**src/rtl/seg_scan_display.sv**
```systemverilog
// seg_scan_display: binary-to-BCD conversion of a 16-bit value and a
// multiplexed eight-digit active-low seven-segment scanner.
// Digits 0-4 show the stored value with leading-zero blanking, digit 5 is
// always blank, digit 6 shows the source module code, digit 7 shows prog.
module seg_scan_display #(
  parameter int REFRESH_DIV = 100000
) (
  input  logic        clk,
  input  logic        rst,
  input  logic        data_valid,
  input  logic [15:0] data,
  input  logic [2:0]  prog,
  input  logic [1:0]  modules,
  output logic [7:0]  an,
  output logic [7:0]  dec_ddp
);

  localparam int PW = (REFRESH_DIV > 1) ? $clog2(REFRESH_DIV) : 1;
  localparam logic [PW-1:0] PRE_LAST = PW'(REFRESH_DIV - 1);

  typedef enum logic [1:0] {IDLE, SHIFT, DONE} state_t;

  state_t        state;
  logic [15:0]   bin;
  logic [19:0]   bcd;
  logic [3:0]    step;
  logic [15:0]   pend_data;
  logic          pend_valid;
  logic [19:0]   disp_bcd;
  logic [19:0]   bcd_adj;

  logic [PW-1:0] prescaler;
  logic [2:0]    scan_idx;

  logic [4:0]    show;
  logic [3:0]    nib;
  logic          lit;
  logic [7:0]    seg_next;
  logic [7:0]    an_next;

  // Seven-segment pattern for a decimal digit; anything else is blank.
  function automatic logic [7:0] enc_digit(input logic [3:0] d);
    logic [7:0] s;
    case (d)
      4'd0:    s = 8'h03;
      4'd1:    s = 8'h9F;
      4'd2:    s = 8'h25;
      4'd3:    s = 8'h0D;
      4'd4:    s = 8'h99;
      4'd5:    s = 8'h49;
      4'd6:    s = 8'h41;
      4'd7:    s = 8'h1F;
      4'd8:    s = 8'h01;
      4'd9:    s = 8'h09;
      default: s = 8'hFF;
    endcase
    return s;
  endfunction

  // Add-3 correction on every BCD nibble that is 5 or more, ahead of the shift.
  always_comb begin
    bcd_adj = bcd;
    for (int i = 0; i < 5; i++) begin
      if (bcd[4*i +: 4] >= 4'd5) bcd_adj[4*i +: 4] = bcd[4*i +: 4] + 4'd3;
    end
  end

  // Double-dabble FSM; the display register only changes from DONE so a
  // partially converted value is never shown.
  always_ff @(posedge clk) begin
    if (rst) begin
      state      <= IDLE;
      bin        <= '0;
      bcd        <= '0;
      step       <= '0;
      pend_data  <= '0;
      pend_valid <= 1'b0;
      disp_bcd   <= '0;
    end else begin
      case (state)
        IDLE: begin
          if (data_valid) begin
            bin   <= data;
            bcd   <= '0;
            step  <= '0;
            state <= SHIFT;
          end
        end
        SHIFT: begin
          bcd  <= {bcd_adj[18:0], bin[15]};
          bin  <= {bin[14:0], 1'b0};
          step <= step + 4'd1;
          if (step == 4'd15) state <= DONE;
          if (data_valid) begin
            pend_data  <= data;
            pend_valid <= 1'b1;
          end
        end
        DONE: begin
          disp_bcd <= bcd;
          if (data_valid) begin
            bin        <= data;
            bcd        <= '0;
            step       <= '0;
            pend_valid <= 1'b0;
            state      <= SHIFT;
          end else if (pend_valid) begin
            bin        <= pend_data;
            bcd        <= '0;
            step       <= '0;
            pend_valid <= 1'b0;
            state      <= SHIFT;
          end else begin
            state <= IDLE;
          end
        end
        default: state <= IDLE;
      endcase
    end
  end

  // Prescaler sets the dwell time of each digit; scan index wraps 7 -> 0.
  always_ff @(posedge clk) begin
    if (rst) begin
      prescaler <= '0;
      scan_idx  <= '0;
    end else if (prescaler == PRE_LAST) begin
      prescaler <= '0;
      scan_idx  <= scan_idx + 3'd1;
    end else begin
      prescaler <= prescaler + 1'b1;
    end
  end

  // Select anode and segment pattern for the digit currently being scanned.
  always_comb begin
    show    = '0;
    show[0] = 1'b1;
    for (int i = 1; i < 5; i++) show[i] = (disp_bcd >> (4*i)) != 20'd0;
    nib      = 4'd0;
    lit      = 1'b0;
    seg_next = 8'hFF;
    case (scan_idx)
      3'd0: begin nib = disp_bcd[3:0];   lit = (modules != 2'd0) && show[0]; end
      3'd1: begin nib = disp_bcd[7:4];   lit = (modules != 2'd0) && show[1]; end
      3'd2: begin nib = disp_bcd[11:8];  lit = (modules != 2'd0) && show[2]; end
      3'd3: begin nib = disp_bcd[15:12]; lit = (modules != 2'd0) && show[3]; end
      3'd4: begin nib = disp_bcd[19:16]; lit = (modules != 2'd0) && show[4]; end
      3'd6: lit = (modules != 2'd0);
      3'd7: lit = 1'b1;
      default: lit = 1'b0;
    endcase
    if (lit) begin
      if (scan_idx == 3'd6) begin
        case (modules)
          2'd1:    seg_next = 8'h71;
          2'd2:    seg_next = 8'hE1;
          default: seg_next = 8'hFD;
        endcase
      end else if (scan_idx == 3'd7) begin
        seg_next = enc_digit({1'b0, prog});
      end else begin
        seg_next = enc_digit(nib);
      end
    end
    an_next = lit ? ~(8'd1 << scan_idx) : 8'hFF;
  end

  // Register the display outputs so they are glitch-free.
  always_ff @(posedge clk) begin
    if (rst) begin
      an      <= 8'hFF;
      dec_ddp <= 8'hFF;
    end else begin
      an      <= an_next;
      dec_ddp <= seg_next;
    end
  end

endmodule

```
**config.mk**
```make
export PLATFORM = sky130hd
export DESIGN_NAME = seg_scan_display
export DESIGN_NICKNAME = d
export VERILOG_FILES = /design/src/rtl/seg_scan_display.sv
export SDC_FILE = /design/constraint.sdc
export NUM_CORES = 1
export LEC_CHECK = 0
export ABC_AREA = 1
export CORE_AREA = 2 2 118 120
export CTS_CLUSTER_SIZE = 25
export DETAILED_ROUTE_END_ITERATION = 7
export DIE_AREA = 0 0 120 122
export GPL_TIMING_DRIVEN = 0
export PLACE_DENSITY = 0.63
export SLEW_MARGIN = 20
export SYNTH_ARGS = -nofsm -noshare
export SYNTH_HDL_FRONTEND = slang
export SYNTH_SLANG_ARGS = --single-unit
```
**constraint.sdc**
```tcl
create_clock -name clk -period 4.7 [get_ports clk]
set_input_delay 0.94 -clock clk [delete_from_list [all_inputs] [get_ports clk]]
set_output_delay 0.94 -clock clk [all_outputs]
set_load 0.03 [all_outputs]
```
### Word-level counts from Yosys, hierarchy flattened

Memories as Yosys holds them, arrays and structs flattened.
Index checks and enable logic that the tools add are counted.
W data, S select, Z words.

| storage, ports and cells | value |
|---|---|
| output and inout port bits | 16 |
| ROM bits | 168 |
| bits of input ports | 24 |
| memories | 2 |
| bits in registers | 115 |

Memories:

| name | depth | width | rd ports | clocked after memory_dff | wr ports | line | text |
|---|---|---|---|---|---|---|---|
| (no name shown) | 16 | 7 | 1 | 0 | 0 | 44 | `case (d)` |
| (no name shown) | 8 | 7 | 1 | 0 | 0 | 44 |  |

| cells by class | value |
|---|---|
| shift operators | 1 |
| reductions and logical operators | 20 |
| $add $sub $neg | 8 |
| order comparisons | 5 |
| equality and inequality tests | 16 |
| bitwise logic cells | 2 |
| muxes and demuxes | 29 |

Operators by type and width:

| cell | count |
|---|---|
| $reduce_bool A20 Y1 | 4 |
| $mux W20 | 3 |
| $pmux W20 S3 | 1 |
| $mux W16 | 3 |
| $pmux W16 S3 | 1 |
| $mux W4 | 7 |
| $ge A4 B3 Y1 const B | 5 |
| $pmux W4 S5 | 1 |
| $add A17 B1 Y17 const B | 1 |
| $eq A17 B17 Y1 const B | 1 |
| $add A4 B2 Y4 const B | 4 |
| $mux W8 | 2 |
| $pmux W8 S2 | 1 |
| $pmux W4 S3 | 1 |
| $eq A3 B3 Y1 const B | 3 |
| $not A8 Y8 | 1 |
| $shl A1 B3 Y8 const A | 1 |
| $eq A3 B2 Y1 const B | 2 |
| $ne A2 B2 Y1 const B | 3 |
| $pmux W1 S6 | 1 |
| $pmux W2 S3 | 1 |
| $reduce_and A2 Y1 | 3 |
| $reduce_or A2 Y1 | 3 |
| $add A4 B1 Y4 const B | 1 |
| 18 further kinds | 27 |

### Logic depth before layout (Yosys ltp)

Gate-level depths: netlist of run 1.

| logic depth | value |
|---|---|
| depth after elaboration | 5 |
| gate-level depth with buffers | 18 |
| mapped depth without buffers | 17 |

### Least setup slack after synthesis of run 1

Ideal clock, no wire load.

| timing path | value |
|---|---|
| path type | input-to-reg |
| start | input port data_valid |
| end | register bcd[8] |
| stages | 9 |
| setup slack | 2792 ps |
| arrival | 1837 ps |
| library setup time | 70 ps |
| path buffers | 2 |
| cell sequence | buf_6 o21ai_2 nand2_1 nand2_2 inv_2 o21ai_4 buf_6 nand2_1 a21oi_1 |

| between the ends | value |
|---|---|
| cells in the longest elaborated chain, start to end | 2 |
| elaborated cells on any way between the ends | 5 |
| those cells by class | eq/ne (2); mux (2); reduce/logical (1) |

Ends and longest elaborated chain:

| element | line | text |
|---|---|---|
| start, declared | 10 | `input logic data_valid,` |
| $ne A3 B3 Y1 (no source line), or another cell as far along | -- |  |
| $reduce_and A3 Y1 (no source line) / $pmux W20 S3 (equally long branches) | -- |  |
| end signal, assigned | 90 | `bcd <= {bcd_adj[18:0], bin[15]};` |
| end, declared | 25 | `logic [19:0] bcd;` |

Parallel ways exist; a longest one is shown, timed or not.
A chain may end at the register's enable or synchronous reset.

### Worst setup path in the final report of run 1

| timing path | value |
|---|---|
| start | register dec_ddp[2] |
| end | output port dec_ddp[2] |

RTL lines:

| element | line | text |
|---|---|---|
| start, declared | 15 | `output logic [7:0] dec_ddp` |
| start signal, assigned | 176 | `dec_ddp <= seg_next;` |

No word-level cell between the ends.

==> flow_summary.toml, run 1 <==
[status]
status = "complete, no violations"

[logic_synthesis]
yosysTopAreaCellShare_pct = 38.2
synth-async-reset-ratio_pct = 0
synth_compound_gate_area_share_pct = 19.8
synthesis.nets = 884
synth-xor-area-share_pct = 2.20
yosys.area_share.simple_pct = 22.2
muxShareOfSynthArea_pct = 0
synth_area_um2 = 5980
netlist.top_cell.by_area = "dfxtp_1"
synth-edff-count = 0
yosys-top-cells-area = "dfxtp_1 (38%), nand2_1 (9.3%), a21oi_1 (9.2%), ha_1 (7.5%), o21ai_0 (7.4%)"
yosysUniqueCellTypes = 41
ys_seq_elements = 114
synth_cells = 824
synthAdderAreaFrac_pct = 7.53
synth_ff_type = "dfxtp_1"
synth_top_family_by_area = "simple AND/OR/NAND/NOR gates"
syn_avg_cell_area_um2 = 7.26
ys_warn_count = 0
yosysSeqAreaShare_pct = 38.2

[clock_tree]
clkTransAtPathRegs_ns = 0.05
holdBufCountCts = 0
htree_num_levels = 4
numCtsBuffers = 17
cts_tree = "built"
root_buffer = "clkbuf_16"
cts.sink_count = 114
ctsLongestPathBuffers = 2
clkLatencyLatePin_ns = 0.41
cts_resized = 0
post-cts-setup-buffer-count = 0

[critical_path]
worstRegToRegCells = 14
critPathBufInv = 1
cp.arrival_ns = 1.38
r2r_slack_ns = 2.54
worstReg2RegEnd = "dec_ddp[3]"
setup.worst_path.start = "dec_ddp[2]"
crit_cells = 1
cp_top_family = "buffers and inverters"
start_kind = "flip-flop"
cp-end-kind = "output port"
crit_chain = "clkdlybuf4s50_1"
slowest_delay_ns = 0.66
worst-path-max-fanout = 1
criticalPathCategory = "flip-flop to output port"
cp.required_ns = 3.76
reg2reg_from = "scan_idx[2]"
setup.worst_path.end = "dec_ddp[2]"
cpMaxStageDelayCell = "clkdlybuf4s50_1"

[die]
placementRows = 43
die_area_um2 = 14600
die_w_um = 120
ios = 40
initial_core_util_pct = 44.3
core_um2 = 13500
dieHeight_um = 122

[global_route]
grt_pass1_wl_um = 23900
grt.met2_usage_pct = 33.5
use_met3_pct = 4.26
grt_use_met1_pct = 27.1
grt_start_max_net_pins = 17
grtUsageTotal_pct = 20.6
grt_pass1_vias = 4938
gr-total-overflow = 0
grt.busiest_layer = "met2"
antenna_found_initial = 0

[timing]
finalSetupTns_ns = 0
min_period_over_period_pct = 49.4
fin_skew_ns = 0.00525
relSlewSlack_pct = 58.5
setup_viol = 0
fmax_mhz = 431
finalHoldViolCount = 0
final-max-slew-violation-count = 0
layout_min_cycle_time_ns = 2.32
rsz0062_at_grt = "no"
tightest_slew_ns = 0.623

[placement]
place.gp.congestion = 0.859
dp_hpwl_um = 10400
io_buffers = 36

[pwr]
ir_worst_vdd_mv = 0.290
p_leak_uw = 0.00301
p_per_area_nw_per_um2 = 532

[detailed_routing]
wl_um = 14600
first_pass_iters = 5
vias = 5435
wl_per_cell_um = 13.7
via_per_inst = 5.08
drtIter0Drc = 311
drc = 0
antenna_left = 0

[layout]
regArea_um2 = 2280
layout-drive-gt1-share_pct = 10.0
nets = 939
multi_input_comb_area_um2 = 3100
syn_to_final_growth_pct = 19.2
diodes = 0
nFillCells = 1342
fin_util_pct = 52.8

[job]
drv_cap = 0

[hold_path]
hold_class = "flip-flop to flip-flop"
[power breakdown]
group          internal (µW)  switching [µW]  leakage (µW)  total, µW
sequential              1170             116      0.000930       1280
clock                    800             423      0.000285       1220
combinational            435             852       0.00180       1290
[registers in the layout, indices dropped and copies added (netlist names)]
name        flops
an              8
bcd            20
bin            16
dec_ddp         7
disp_bcd       20
pend_data      16
pend_valid      1
prescaler      17
scan_idx        3
state           2
step            4
[stage by stage]
| step | setup WS [ns] | hold WS (ns) | area (µm²) | total power [µW] | instances |
|---|---|---|---|---|---|
| after global routing | 2.31 | 0.483 | 7130 | 4020 | 1070 |
| after global placement | 2.22 | 0.433 | 6570 | 2570 | 1040 |
| after detailed placement | 2.20 | 0.445 | 6570 | 2570 | 1040 |
| after CTS | 2.35 | 0.458 | 7130 | 3800 | 1070 |
| final | 2.38 | 0.458 | 7130 | 3790 | 1070 |
| after floorplan | 2.79 | 0.417 | 5980 | 2190 | 824 |
[worst min-delay path by stage]
stage	slack [ns]	depth (start not counted)	endpoint	startpoint
after floorplan	0.42	1	prescaler[0]	prescaler[0]
after global placement	0.43	1	prescaler[0]	prescaler[0]
after detailed placement	0.44	1	prescaler[0]	prescaler[0]
after CTS	0.46	1	prescaler[0]	prescaler[0]
after global routing	0.48	2	bcd[0]	bin[15]
final	0.46	1	prescaler[0]	prescaler[0]
[cell usage after synthesis (3+ instances only)]
cell,instances
o211ai_1,6
nand2_2,5
o22ai_1,9
ha_1,36
xor2_1,14
o21ai_0,89
inv_2,6
nand3_1,51
clkbuf_1,17
nand3_2,3
a21oi_1,110
nor2_2,8
nor4_1,3
dfxtp_1,114
buf_4,4
nand4_1,8
buf_2,10
nor2_1,44
nand2_1,148
nor3_1,10
buf_6,6
or2_2,8
inv_1,94
[cells by family (layout without fill, tap and decap cells)]
logic type,Yosys count,in the layout
AO/OA/AOI/OAI,223,223
XOR/XNOR,15,15
adder cells (fa/ha/maj),36,36
buffers and inverters,141,207
flip-flops,114,114
other,1,1
AND/OR/NAND/NOR,294,294
[routing by layer]
metal | vias to the layer above | share of wire (%)
met5 | - | 0
met4 | 0 | 1.4
met2 | 119 | 46
met3 | 19 | 4.1
li1 | 2827 | -
met1 | 2470 | 49
[layout by cell type, fill, tap and decap left out, types with 8 or more instances in the layout]
master and count:
ha_1 36, nand2_1 148, clkbuf_1 19, clkbuf_16 17, nor3_1 10, nor2_1 44
or2_2 8, nand3_1 51, buf_2 10, o21ai_0 89, inv_1 94, xor2_1 14
dfxtp_1 114, o22ai_1 9, clkdlybuf4s50_1 36, a21oi_1 110, nand4_1 8, nor2_2 8
[cell type report]
cell class / count / share of cell area [%]
plain buffers: 41 / 3.21
clock buffers: 25 / 7.23
clock inverters: 5 / 0.702
inverters: 100 / 5.26
multi-input cells: 569 / 43.4
flip-flops and latches: 114 / 32.0
well taps: 180 / 3.16
repair buffers: 36 / 5.05
Power figures use the tool's default switching activity.
==> run 2, diff against run 1 <==
--- a/config.mk
+++ b/config.mk
@@ -11,7 +11,7 @@
 export DETAILED_ROUTE_END_ITERATION = 7
 export DIE_AREA = 0 0 120 122
 export GPL_TIMING_DRIVEN = 0
-export PLACE_DENSITY = 0.63
+export PLACE_DENSITY = 0.66
 export SLEW_MARGIN = 20
 export SYNTH_ARGS = -nofsm -noshare
 export SYNTH_HDL_FRONTEND = slang
==> constraint.sdc (replaced) <==
create_clock -name clk -period 2 [get_ports clk]
set_input_delay 0.4 -clock clk [delete_from_list [all_inputs] [get_ports clk]]
set_output_delay 0.4 -clock clk [all_outputs]
set_load 0.03 [all_outputs]
==> run 2 against run 1 <==
Effect of this change:
- sequential power increased by 140%
- via count increased by 0.85%
- highest routed layer unchanged
- setup slack got worse by 2.3 ns
- sequential share of layout area decreased by 1.1 points
- final cell count increased by 0.75%
- global-route usage increased by 0.21 points
- clock skew increased by 0.0014 ns
- register-to-register slack got worse by 2.5 ns
- die area unchanged
==> flow_summary.toml, run 2 (synthesis results as in run 1) <==
[clock_tree]
clkTransAtPathRegs_ns = 0.05
clkLatencyLatePin_ns = 0.42
cts.sink_count = 114
cts_tree = "built"
numCtsBuffers = 17
root_buffer = "clkbuf_16"
ctsLongestPathBuffers = 2
htree_num_levels = 4

[timing]
tightest_slew_ns = 0.603
finalHoldViolCount = 0
setup_slack_ns = 0.0397
layout_min_cycle_time_ns = 1.96
final-max-slew-violation-count = 0
setup_viol = 0
min_period_over_period_pct = 98.0
rsz0062_at_grt = "yes"
fin_skew_ns = 0.00661
hold_slack_ns = 0.321
relSlewSlack_pct = 59.8
fmax_mhz = 510

[pwr]
p_leak_uw = 0.00313
sw_frac_of_total_pct = 36.6
p_comb_share_pct = 34.8
seq_power_share_pct = 32.8
p_switching_uw = 3360
p_per_area_nw_per_um2 = 1240
internal_power_uw = 5820
pwr-share-clk_pct = 32.4
ir_worst_vdd_mv = 0.610

[critical_path]
worst-path-max-fanout = 8
cp.arrival_ns = 2.26
cpMaxStageDelayCell = "dfxtp_4"
slowest_delay_ns = 0.39
crit_chain = "inv_4 > ha_4 > buf_6 > nand3_1 > nand3_2 > nor2_4 > buf_12 > ha_4 > nand3_2 > nand3_2 > nand3_2 > nand2_2 > nand3_1"
worstRegToRegCells = 13
cp.required_ns = 2.30
reg2reg_from = "scan_idx[0]"
start_kind = "flip-flop"
worstReg2RegEnd = "dec_ddp[2]"
cpMostUsedCell = "nand3_2"
cp-end-kind = "flip-flop"
critPathBufInv = 3
r2r_slack_ns = 0.04
cp_top_family = "simple AND/OR/NAND/NOR gates"
criticalPathCategory = "flip-flop to flip-flop"

[global_route]
gr-total-overflow = 0
grt_pass1_vias = 4997
antenna_found_initial = 0
grt_start_max_net_pins = 17
grtUsageTotal_pct = 20.8
grt_pass1_wl_um = 24300

[placement]
placed_cell_area_um2 = 6570
pre_cts_slack_ns = -0.174
place.gp.congestion = 0.893
io_buffers = 36
dp_hpwl_um = 10200

[layout]
finalInstanceArea_um2 = 7430
layout-drive-gt1-share_pct = 15.5
diodes = 0
syn_to_final_growth_pct = 24.2
top_regs = "bcd x20, disp_bcd x20, prescaler x17"
final_common_cell = "nand2_1"
fin_util_pct = 55.0
final_cell_mix = "nand2_1 (142), dfxtp_1 (111), a21oi_1 (107), o21ai_0 (89), inv_1 (87)"
nets = 947

[detailed_routing]
dr_wl_met3_um = 624
drc = 0
wl_per_cell_um = 13.7
wl_um = 14800
first_pass_iters = 5
antenna_left = 0
route.met2.wl_um = 6930
highest_layer = "met4"
vias = 5481
drtIter0Drc = 302
drt-met1-wl_um = 7040
via_per_inst = 5.08

[die]
die_w_um = 120
placementRows = 43
die_area_um2 = 14600
dieHeight_um = 122
core_um2 = 13500
initial_core_util_pct = 44.3
ios = 40

[status]
status = "complete, no violations"

[hold_path]
hold_class = "input pin to flip-flop"
hold_path_end = "bin[3]"
hold_depth = 2
holdCritStartpoint = "rst"

[job]
drv_cap = 0
==> run 2: changes by cell type in the layout (fill, tap and decap cells not counted), sizes merged <==
cell	delta
clkbuf	+1
buf	+8
clkinv	-1
==> run 2: area by class of cell <==
type	instances	area (µm²)
timing repair buffer	44	433
fill	1250	6080
clock buffer	26	539
clock inverter	4	45.0
inverter	100	383
buffer	41	234
multi-input combinational	569	3280
tap	180	225
sequential	114	2290
==> run 2: worst max path at each step <==
stage | from | end | slack [ns] | depth (start not counted)
finish | scan_idx[0] | dec_ddp[2] | 0.04 | 13
global route | scan_idx[0] | dec_ddp[2] | -0.04 | 16
CTS | scan_idx[0] | dec_ddp[2] | -0.02 | 14
detailed placement | scan_idx[2] | dec_ddp[3] | -0.17 | 14
global placement | scan_idx[2] | dec_ddp[3] | -0.16 | 14
floorplan | scan_idx[2] | dec_ddp[2] | 0.15 | 14
==> run 2: what timing repair did <==
action,in CTS,in global routing
pin swaps,0,16
gates resized for setup,8,50
endpoints found under the hold margin,0,0
setup buffers,0,8
setup endpoints to repair,7,15
hold buffers,0,0
gates cloned,0,0
==> run 2: power by group through the flow <==
stage	Clock (µW)	Sequential (µW)	Combinational, µW
finish	2970	3010	3190
global route	3130	3070	3580
CTS	3000	3000	2990
detailed placement	0	3040	2960
global placement	0	3040	2950
floorplan	0	3040	2100
==> run 2: routing by layer <==
layer	vias up	global-route usage, %
li1	2847	-
met1	2491	27.5
met2	126	33.7
met3	17	4.45
met4	0	7.35
met5	-	0
==> run 2: metrics by stage <==
step / total power, µW / instances / setup TNS, ns
4_1_cts: 9000 / 1070 / -0.0226
3_3_place_gp: 5990 / 1040 / -0.811
6_report: 9180 / 1078 / 0
2_1_floorplan: 5150 / 824 / 0
3_5_place_dp: 6000 / 1040 / -0.914
5_1_grt: 9780 / 1078 / -0.0876
==> run 2: worst reg2reg max path: stages, from the launching register on <==
cell and delay (ns):
dfxtp_4 0.39, inv_4 0.05, ha_4 0.15, buf_6 0.13
nand3_1 0.10, nand3_2 0.10, nor2_4 0.18, buf_12 0.13
ha_4 0.13, nand3_2 0.10, nand3_2 0.11, nand3_2 0.08
nand2_2 0.12, nand3_1 0.07
==> run 3, diff against run 2 <==
--- a/config.mk
+++ b/config.mk
@@ -12,7 +12,6 @@
 export DIE_AREA = 0 0 120 122
 export GPL_TIMING_DRIVEN = 0
 export PLACE_DENSITY = 0.66
-export SLEW_MARGIN = 20
 export SYNTH_ARGS = -nofsm -noshare
 export SYNTH_HDL_FRONTEND = slang
 export SYNTH_SLANG_ARGS = --single-unit
==> results of run 3 <==
The final DEF is identical to that of run 2; final timing and power are the same.
